[config.mk]
export PLATFORM = sky130hd
export DESIGN_NAME = mem_port_arbiter
export DESIGN_NICKNAME = d
export VERILOG_FILES = /design/src/rtl/mem_port_arbiter_pkg.sv /design/src/rtl/mem_arb_rr2.sv /design/src/rtl/mem_port_arbiter.sv
export SDC_FILE = /design/constraint.sdc
export NUM_CORES = 1
export LEC_CHECK = 0
export ABC_AREA = 1
export BUFFER_PORTS_ARGS = -buffer_cell sky130_fd_sc_hd__buf_2
export CAP_MARGIN = 20
export CORE_AREA = 2 2 279 281
export CTS_CLUSTER_SIZE = 20
export DETAILED_ROUTE_END_ITERATION = 10
export DIE_AREA = 0 0 281 283
export SLEW_MARGIN = 25
export SYNTH_ARGS = -nofsm -noshare
export SYNTH_HDL_FRONTEND = slang
export SYNTH_SLANG_ARGS = --single-unit
[constraint.sdc]
create_clock -name clk -period 1.65 [get_ports clk]
set_input_delay 0.0825 -clock clk [delete_from_list [all_inputs] [get_ports clk]]
set_output_delay 0.0825 -clock clk [all_outputs]
set_load 0.1 [all_outputs]
[src/rtl/mem_port_arbiter_pkg.sv]
// Shared definitions for the two-requester BRAM port arbiter.
// Holds per-memory default geometry and the requester index constants.
package mem_port_arbiter_pkg;

    // Default geometry of each accelerator memory (data bits / address bits).
    localparam int MEM0_DWIDTH = 112;
    localparam int MEM0_AWIDTH = 13;
    localparam int MEM1_DWIDTH = 112;
    localparam int MEM1_AWIDTH = 11;
    localparam int MEM2_DWIDTH = 112;
    localparam int MEM2_AWIDTH = 10;

    // Requester index type and the two requester identities.
    typedef logic req_idx_t;

    localparam req_idx_t REQ_GEMM = 1'b0;
    localparam req_idx_t REQ_HOST = 1'b1;

    // In a two-requester round robin the preferred winner is the one
    // that did not win last.
    function automatic req_idx_t other_req(input req_idx_t idx);
        return (idx == REQ_GEMM) ? REQ_HOST : REQ_GEMM;
    endfunction

endpackage

[src/rtl/mem_arb_rr2.sv]
// Two-way grant decision with burst lock.
// Default build: round robin on contention, tracked in r_last_gnt.
// MEM_ARB_FIXED_PRIORITY_EN: requester 0 always wins contention; lock kept.
// The grant is combinational; no grant is issued while rst_n is low.
module mem_arb_rr2
    import mem_port_arbiter_pkg::*;
(
    input  logic       clk,
    input  logic       rst_n,
    input  logic [1:0] i_ce,
    input  logic [1:0] i_lock,
    output logic       o_gnt_valid,
    output req_idx_t   o_gnt_idx
);

    logic     r_lock_valid;
    req_idx_t r_lock_owner;
    logic     w_lock_hold;
    logic     w_valid;
    req_idx_t w_idx;

`ifndef MEM_ARB_FIXED_PRIORITY_EN
    req_idx_t r_last_gnt;
`endif

    // Last cycle's winner keeps the port while it holds both lock and ce.
    assign w_lock_hold = r_lock_valid & i_ce[r_lock_owner];

    // Pick this cycle's winner: lock owner first, then single or contended request.
    always_comb begin
        w_valid = 1'b0;
        w_idx   = REQ_GEMM;
        if (!rst_n) begin
            w_valid = 1'b0;
            w_idx   = REQ_GEMM;
        end else if (w_lock_hold) begin
            w_valid = 1'b1;
            w_idx   = r_lock_owner;
        end else begin
            case (i_ce)
                2'b01: begin
                    w_valid = 1'b1;
                    w_idx   = REQ_GEMM;
                end
                2'b10: begin
                    w_valid = 1'b1;
                    w_idx   = REQ_HOST;
                end
                2'b11: begin
                    w_valid = 1'b1;
`ifdef MEM_ARB_FIXED_PRIORITY_EN
                    w_idx   = REQ_GEMM;
`else
                    w_idx   = other_req(r_last_gnt);
`endif
                end
                default: begin
                    w_valid = 1'b0;
                    w_idx   = REQ_GEMM;
                end
            endcase
        end
    end

    // Remember whether the current winner asked to keep the port next cycle.
    always_ff @(posedge clk or negedge rst_n) begin
        if (!rst_n) begin
            r_lock_valid <= 1'b0;
            r_lock_owner <= REQ_GEMM;
        end else if (w_valid) begin
            r_lock_valid <= i_lock[w_idx];
            r_lock_owner <= w_idx;
        end else begin
            r_lock_valid <= 1'b0;
            r_lock_owner <= r_lock_owner;
        end
    end

`ifndef MEM_ARB_FIXED_PRIORITY_EN
    // Track the last winner; reset value makes requester 0 win first contention.
    always_ff @(posedge clk or negedge rst_n) begin
        if (!rst_n) begin
            r_last_gnt <= REQ_HOST;
        end else if (w_valid) begin
            r_last_gnt <= w_idx;
        end else begin
            r_last_gnt <= r_last_gnt;
        end
    end
`endif

    assign o_gnt_valid = w_valid;
    assign o_gnt_idx   = w_idx;

endmodule

[src/rtl/mem_port_arbiter.sv]
// Shares one BRAM port between the GEMM core (req0) and the host loader (req1).
// Grant and port muxing are combinational; read-data valid is registered one
// cycle after a granted read and routed to the requester that issued it.
// Optional macro: MEM_ARB_FIXED_PRIORITY_EN (requester 0 wins contention).
module mem_port_arbiter
    import mem_port_arbiter_pkg::*;
#(
    parameter int DWIDTH = MEM2_DWIDTH,
    parameter int AWIDTH = MEM2_AWIDTH
) (
    input  logic              clk,
    input  logic              rst_n,

    input  logic              req0_ce,
    input  logic              req0_we,
    input  logic              req0_lock,
    input  logic [AWIDTH-1:0] req0_addr,
    input  logic [DWIDTH-1:0] req0_d,
    output logic              req0_gnt,
    output logic [DWIDTH-1:0] req0_q,
    output logic              req0_qvalid,

    input  logic              req1_ce,
    input  logic              req1_we,
    input  logic              req1_lock,
    input  logic [AWIDTH-1:0] req1_addr,
    input  logic [DWIDTH-1:0] req1_d,
    output logic              req1_gnt,
    output logic [DWIDTH-1:0] req1_q,
    output logic              req1_qvalid,

    output logic              mem_ce,
    output logic              mem_we,
    output logic [AWIDTH-1:0] mem_addr,
    output logic [DWIDTH-1:0] mem_d,
    input  logic [DWIDTH-1:0] mem_q
);

    logic     w_gnt_valid;
    req_idx_t w_gnt_idx;
    logic     r_qvalid0;
    logic     r_qvalid1;

    mem_arb_rr2 u_arb (
        .clk         (clk),
        .rst_n       (rst_n),
        .i_ce        ({req1_ce, req0_ce}),
        .i_lock      ({req1_lock, req0_lock}),
        .o_gnt_valid (w_gnt_valid),
        .o_gnt_idx   (w_gnt_idx)
    );

    assign req0_gnt = w_gnt_valid & (w_gnt_idx == REQ_GEMM);
    assign req1_gnt = w_gnt_valid & (w_gnt_idx == REQ_HOST);

    // Steer the winner onto the BRAM port; an idle port drives all zeros.
    always_comb begin
        mem_ce   = 1'b0;
        mem_we   = 1'b0;
        mem_addr = '0;
        mem_d    = '0;
        if (req1_gnt) begin
            mem_ce   = 1'b1;
            mem_we   = req1_we;
            mem_addr = req1_addr;
            mem_d    = req1_d;
        end else if (req0_gnt) begin
            mem_ce   = 1'b1;
            mem_we   = req0_we;
            mem_addr = req0_addr;
            mem_d    = req0_d;
        end else begin
            mem_ce   = 1'b0;
            mem_we   = 1'b0;
            mem_addr = '0;
            mem_d    = '0;
        end
    end

    // Flag read data for the requester whose read was granted last cycle.
    always_ff @(posedge clk or negedge rst_n) begin
        if (!rst_n) begin
            r_qvalid0 <= 1'b0;
            r_qvalid1 <= 1'b0;
        end else begin
            r_qvalid0 <= req0_gnt & ~req0_we;
            r_qvalid1 <= req1_gnt & ~req1_we;
        end
    end

    assign req0_qvalid = r_qvalid0;
    assign req1_qvalid = r_qvalid1;

    // Both requesters see the raw BRAM output; qvalid qualifies it.
    assign req0_q = mem_q;
    assign req1_q = mem_q;

endmodule

==> out/metrics.yaml, run 1 <==
drv_slew: 0
min_period_ns: 1.89
drive_gt1_share_pct: 83.7
relSlewSlack_pct: 62.6
peakVddDrop_v: 0.000257
syn_area_um2: 3930
seqPwrFrac_pct: 2.3
syn_inst: 675
crit_fanout: 8
p_comb_share_pct: 90.8
io_buffers: 379
setup_slack_ns: -0.239
multi_input_area_um2: 3210
synth_seq_area_share_pct: 3.22
track_usage_pct: 10.0
vias: 5466
clkPwrFrac_pct: 6.9
finalSetupViolations: 127
period_share_pct: 115
fillers: 8721
yosys_warnings: 0
placed_cells: 1858
htreeDepth: 1
cp-start-kind: "flop"
dpl.hpwl_um: 35600
cts_made_buffers: 3
antenna_found_initial: 23
cts.sinks: 5
hold_viol_final: 0
grt_pass1_wl_um: 53000
crit_required_ns: 1.57
worst_slew_pin_slew_ns: 0.565
cts_root_buf: "clkbuf_16"
firstDrtPassIters: 4
synth-seq-cells: 5
ys_types: 15
end_kind: "output pin"
finalInstanceArea_um2: 9520
worst_ep_arrival_time_ns: 1.81
die_h_um: 283
power_density_nw_per_um2: 638
clock_skew_ns: 0.0109
instances_no_fill: 1885
rows: 102
die-area_um2: 79500
p_int_w: 0.00241
remaining_drc_errors: 0
viasPerCell: 2.90
nNetsFinal: 1207
maxCapViolations: 0
outcome: "finished with violations"
grt_pass1_vias: 5557
register_area_um2: 126
clk_latency_ns: 0.23
finalWeightedCongestion: 0.753
critPathKind: "reg2out"
p_sw_w: 0.00366
rsz0062_at_grt: "yes"
io_pins: 716
rrSetupSlack_ns: -0.02
clkSlewWorstSetupHoldPaths_ns: 0.04
hp-class: "in2reg"
syn-num-nets: 1039
coreArea_um2: 76700
drt-total-wl_um: 43300
wl_per_cell_um: 23.0
grt_max_degree: 40
fp.dieW_um: 281
first_iter_violations: 120
antenna_left: 0
violations: "setup timing"
hold_ws_ns: 0.0714
cts_tree: "built"
clockBufferDepth: 2
syn_avg_cell_area_um2: 5.82
fmax_mhz: 529
grt-ovfl-total: 0
syn_to_final_growth_pct: 142
place_area_um2: 7880
start_util_pct: 5.12
p_leak_nw: 3.98
swShare_pct: 60.3
## repair_timing
action / 4_1_cts / 5_1_grt
cloned: 7 / 3
hold buffers: 1 / 0
hold endpoints to repair: 5 / 0
endpoints found under the setup margin: 125 / 125
gates resized for setup: 110 / 122
setup buffers: 7 / 3
pin swaps: 32 / 69
## per-layer routing
layer | share of wire (%) | up-vias | routed length (µm) | global-route usage [%]
li1 | - | 2343 | - | -
met1 | 29 | 2376 | 12600 | 8.67
met2 | 47 | 644 | 20300 | 16.9
met3 | 20 | 79 | 8880 | 9.19
met4 | 3.2 | 24 | 1380 | 2.21
met5 | 0.35 | - | 151 | 0
## power by group through the flow
stage	registers, W	logic, W	clock network, W
floorplan	0.000162	0.00544	0
global placement	0.000144	0.00497	0
detailed placement	0.000143	0.00499	0
CTS	0.000142	0.00532	0.000431
global route	0.000144	0.00571	0.000440
finish	0.000142	0.00552	0.000417
## Yosys cell counts
library cell | n | area [µm²]
nand2_2 | 2 | 12.5
inv_1 | 7 | 26.3
dfrtp_1 | 4 | 100
buf_2 | 18 | 90.1
clkbuf_1 | 14 | 52.6
clkinv_2 | 1 | 5.00
buf_4 | 228 | 1710
buf_1 | 6 | 22.5
nand3_2 | 1 | 10.0
nand3_1 | 248 | 1240
o21ai_0 | 1 | 5.00
buf_6 | 11 | 124
dfstp_2 | 1 | 26.3
nor2_1 | 1 | 3.75
nand2_1 | 132 | 495
## metrics by stage
step | setup WS (ns) | power, W | setup TNS (ns) | util (%)
after floorplan | -0.0198 | 0.00560 | -0.0198 | -
after global placement | -0.133 | 0.00512 | -3.44 | 10.3
after detailed placement | -0.0830 | 0.00513 | -1.20 | 10.3
after CTS | -0.254 | 0.00589 | -25.99 | 11.4
after global routing | -0.307 | 0.00630 | -32.19 | 12.4
final | -0.239 | 0.00607 | -23.15 | 12.4
## path summary, 6_finish.rpt
kind | start | endpoint | depth (start not counted)
max in group asynchronous | rst_n | u_arb.r_last_gnt | 3
setup reg to reg | u_arb.r_last_gnt | u_arb.r_lock_valid | 11
setup / recovery | u_arb.r_last_gnt | mem_d[21] | 9
min in group asynchronous | rst_n | req0_qvalid | 3
hold / removal | req0_we | req0_qvalid | 2
hold reg to reg | u_arb.r_last_gnt | u_arb.r_last_gnt | 2
## state kept, by name, indices dropped and copies added (netlist names)
| name | count |
|---|---|
| req0_qvalid | 1 |
| u_arb.r_lock_valid | 1 |
| req1_qvalid | 1 |
| u_arb.r_last_gnt | 1 |
| u_arb.r_lock_owner | 1 |
## placed cells by master, fill, tap and decap left out, drive strengths merged
cell / instances
buf: 436
clkbuf: 7
clkinvlp: 2
dfrtp: 4
dfstp: 1
diode: 3
dlygate4sd3: 1
inv: 6
nand2: 134
nand3: 249
nor2: 1
o21ai: 1
## worst max-delay path: stages (launching register included)
cell and delay (ns):
dfstp_2 0.52, inv_2 0.03, nand2_2 0.06, nand3_4 0.10, nand2_8 0.13, buf_16 0.16
buf_16 0.17, nand3_4 0.11, nand2_4 0.09, buf_12 0.17
## kinds of logic after synthesis
logic type	Yosys count	synth area share (%)
simple gates	384	44.9
flops	5	3.22
compound gates	1	0.127
buf+inv	285	51.8
## area by class of cell
class	instances	area share [%]
Multi-Input combinational cell	385	33.8
Clock buffer	4	0.828
Sequential cell	5	1.33
Tap cell	1040	13.7
Inverter	8	0.473
Timing Repair Buffer	440	49.8
Antenna cell	3	0.0789
Power figures use the tool's default switching activity.
==> run 2: changes to the inputs <==
--- a/config.mk
+++ b/config.mk
@@ -5,13 +5,12 @@
 export SDC_FILE = /design/constraint.sdc
 export NUM_CORES = 1
 export LEC_CHECK = 0
-export ABC_AREA = 1
 export BUFFER_PORTS_ARGS = -buffer_cell sky130_fd_sc_hd__buf_2
 export CAP_MARGIN = 20
-export CORE_AREA = 2 2 279 281
+export CORE_AREA = 2 2 283 285
 export CTS_CLUSTER_SIZE = 20
 export DETAILED_ROUTE_END_ITERATION = 10
-export DIE_AREA = 0 0 281 283
+export DIE_AREA = 0 0 285 287
 export SLEW_MARGIN = 25
 export SYNTH_ARGS = -nofsm -noshare
 export SYNTH_HDL_FRONTEND = slang
==> run 2 against run 1 <==
Effect of this change: the run still ends with setup timing left; cell count fell by 13%; non-clock buffer count decreased by 11; clock skew is 0.010 ns lower; highest routed layer unchanged; sequential share of layout area increased by 0.23 points; critical path depth down 3; die area rose by 2.9%; synthesized cell count shrank 41%; power fell by 20%; routed wire length fell by 32%; sequential power barely moved; register-to-register slack better by 0.13 ns.
==> out/metrics.yaml, run 2 <==
outcome: "finished with violations"  # unchanged
violations: "setup timing"  # unchanged
grt-ovfl-total: 0  # unchanged
critPathKind: "reg2out"  # unchanged
yosys_warnings: 0  # unchanged
clock_skew_ns: 0.000463  # was 0.0109 ns
io_pins: 716  # unchanged
crit_required_ns: 1.57  # about the same
synth_top_area_share_pct: 54.2  # was 43.6%
finalInstanceArea_um2: 8100  # was 9520 µm²
finalSetupViolations: 124  # was 127
min_from: "req0_we"  # unchanged
cp-start-kind: "flop"  # unchanged
hold_viol_final: 0  # unchanged
fillers: 9041  # was 8,721
htreeDepth: 1  # unchanged
synth_flop_cell: "dfrtp_1"  # unchanged
cts_made_buffers: 3  # unchanged
yosys.area.top_type: "buf_4"  # unchanged
whs_path_depth: 2  # unchanged
power_density_nw_per_um2: 603  # was 638 nW/µm²
syn_area_um2: 3170  # was 3930 µm²
end_kind: "output pin"  # unchanged
drv_slew: 0  # unchanged
post-synth-top-count-cell: "buf_4"  # was nand3_1
min_period_ns: 2.01  # was 1.89 ns
r2r_cells: 5  # was 11
crit_fanout: 18  # was 8
viasPerCell: 2.30  # was 2.90
finalWeightedCongestion: 0.857  # was 0.753
grt_pass1_wl_um: 37100  # was 53,000 µm
cts_root_buf: "clkbuf_16"  # unchanged
syn_to_final_growth_pct: 155  # was 142%
synth_seq_area_share_pct: 3.98  # was 3.22%
rows: 103  # was 102
dpl.hpwl_um: 26200  # was 35,600 µm
die_h_um: 287  # was 283 µm
die-area_um2: 81800  # was 79,500 µm²
drt-total-wl_um: 29500  # was 43,300 µm
cts_tree: "built"  # unchanged
syn_inst: 398  # was 675
worst_ep_arrival_time_ns: 1.93  # was 1.81 ns
drive_gt1_share_pct: 96.4  # was 83.7%
firstDrtPassIters: 4  # unchanged
r2r_start: "u_arb.r_lock_valid"  # was u_arb.r_last_gnt
async_reset_ff_share_pct: 100  # unchanged
setup_slack_ns: -0.363  # was -0.239 ns
antenna_left: 0  # unchanged
peakVddDrop_v: 0.000339  # was 0.000257 V
clockBufferDepth: 2  # unchanged
final_cell_mix: "253 x buf_2, 136 x buf_12, 105 x a22o_4"  # was 253 x buf_2, 143 x buf_12, 121 x nand3_1
track_usage_pct: 6.78  # was 10.0%
p_leak_nw: 3.58  # was 3.98 nW
wl_per_cell_um: 18.1  # was 23.0 µm
start_util_pct: 4.04  # was 5.12%
place_ws_ns: -0.141  # was -0.0830 ns
period_share_pct: 122  # was 115%
first_iter_violations: 79  # was 120
coreArea_um2: 78600  # was 76,700 µm²
vias: 3758  # was 5,466
hp-class: "in2reg"  # unchanged
fmax_mhz: 497  # was 529 MHz
synth-seq-cells: 5  # unchanged
synth.area.top_cells: "buf_4 54%, a22o_1 34%, dfrtp_1 3.2%"  # was buf_4 44%, nand3_1 32%, nand2_1 13%
holdPathEnd: "req0_qvalid"  # unchanged
antenna_found_initial: 15  # was 23
fp.dieW_um: 285  # was 281 µm
grt_pass1_vias: 4225  # was 5,557
synth-edff-count: 0  # unchanged
relSlewSlack_pct: 65.5  # was 62.6%
nNetsFinal: 945  # was 1,207
clkSlewWorstSetupHoldPaths_ns: 0.04  # about the same
final_core_util_pct: 10.3  # was 12.4%
final_common_cell: "buf_2"  # unchanged
rrSetupSlack_ns: 0.11  # was -0.02 ns
syn_avg_cell_area_um2: 7.97  # was 5.82 µm²
rsz0062_at_grt: "yes"  # unchanged
remaining_drc_errors: 0  # unchanged
reg2reg_to: "u_arb.r_lock_valid"  # unchanged
ys_top_cells_by_count: "229 x buf_4, 123 x a22o_1, 13 x buf_2"  # was 248 x nand3_1, 228 x buf_4, 132 x nand2_1
place_area_um2: 7700  # was 7880 µm²
maxCapViolations: 0  # unchanged
ys_types: 17  # was 15
cts.sinks: 5  # unchanged
io_buffers: 379  # unchanged
clk_latency_ns: 0.23  # about the same
worst_slew_pin_slew_ns: 0.521  # was 0.565 ns
finalSetupTns_ns: -36.45  # was -23.15 ns
grt_max_degree: 19  # was 40
syn-num-nets: 762  # was 1,039
## run 2: power breakdown
group / switching, W / internal (W) / total [W]
Combinational: 0.00261 / 0.00172 / 0.00433
Sequential: 0.00000732 / 0.000137 / 0.000144
Clock: 0.0000854 / 0.000321 / 0.000406
## run 2: worst max-delay path by stage
stage	startpoint	to	slack [ns]
after floorplan	u_arb.r_last_gnt	mem_d[21]	-0.28
after global placement	u_arb.r_lock_valid	mem_d[31]	-0.16
after detailed placement	u_arb.r_lock_valid	mem_d[32]	-0.14
after CTS	u_arb.r_lock_valid	mem_d[9]	-0.36
after global routing	u_arb.r_lock_valid	mem_d[9]	-0.41
final	u_arb.r_lock_valid	mem_d[9]	-0.36
## run 2: critical path: stages, from the launching register on
cell and delay, ns:
dfrtp_1 0.38, or2_4 0.27, a31oi_4 0.21, buf_12 0.20, buf_12 0.20, a22o_2 0.20
buf_12 0.17
## run 2: cell families (layout without fill, tap and decap cells)
logic type      after synthesis  count (layout)  share of synthesized area, %
buf+inv                     252             434                          58.4
compound gates              131             131                          36.1
simple gates                 10              10                          1.58
flops                         5               5                          3.98
other cells                   0               1                             0
## run 2: per-layer routing
metal | track usage [%] | vias to the layer above | wire length (µm)
li1 | - | 1579 | -
met1 | 6.50 | 1582 | 9580
met2 | 10.6 | 485 | 12700
met3 | 5.05 | 104 | 5410
met4 | 3.63 | 8 | 1790
met5 | 0 | - | 58
## run 2: layout make-up
cell class | instances | area, µm² | share of cell area, %
antenna | 1 | 2.50 | 0.0309
inverter | 1 | 3.75 | 0.0463
clock buffer | 4 | 78.8 | 0.973
tap | 1050 | 1310 | 16.2
timing repair buffer | 429 | 4410 | 54.4
multi-input combinational | 141 | 2160 | 26.7
sequential | 5 | 126 | 1.56
## run 2: what timing repair did
| action | in CTS | in global routing |
|---|---|---|
| endpoints found under the setup margin | 124 | 125 |
| hold endpoints to repair | 4 | 0 |
| hold buffers | 1 | 0 |
| resized for setup | 24 | 6 |
| cloned | 4 | 0 |
| pin swaps | 20 | 3 |
| setup buffers | 2 | 5 |
## run 2: per-stage QoR
| step | total power (W) | hold slack (ns) | std cells |
|---|---|---|---|
| after floorplan | 0.00521 | -0.213 | 398 |
| after global placement | 0.00437 | -0.108 | 1614 |
| after detailed placement | 0.00439 | -0.107 | 1614 |
| after CTS | 0.00493 | 0.0457 | 1625 |
| after global routing | 0.00505 | 0.0481 | 1630 |
| final | 0.00488 | 0.0473 | 1631 |
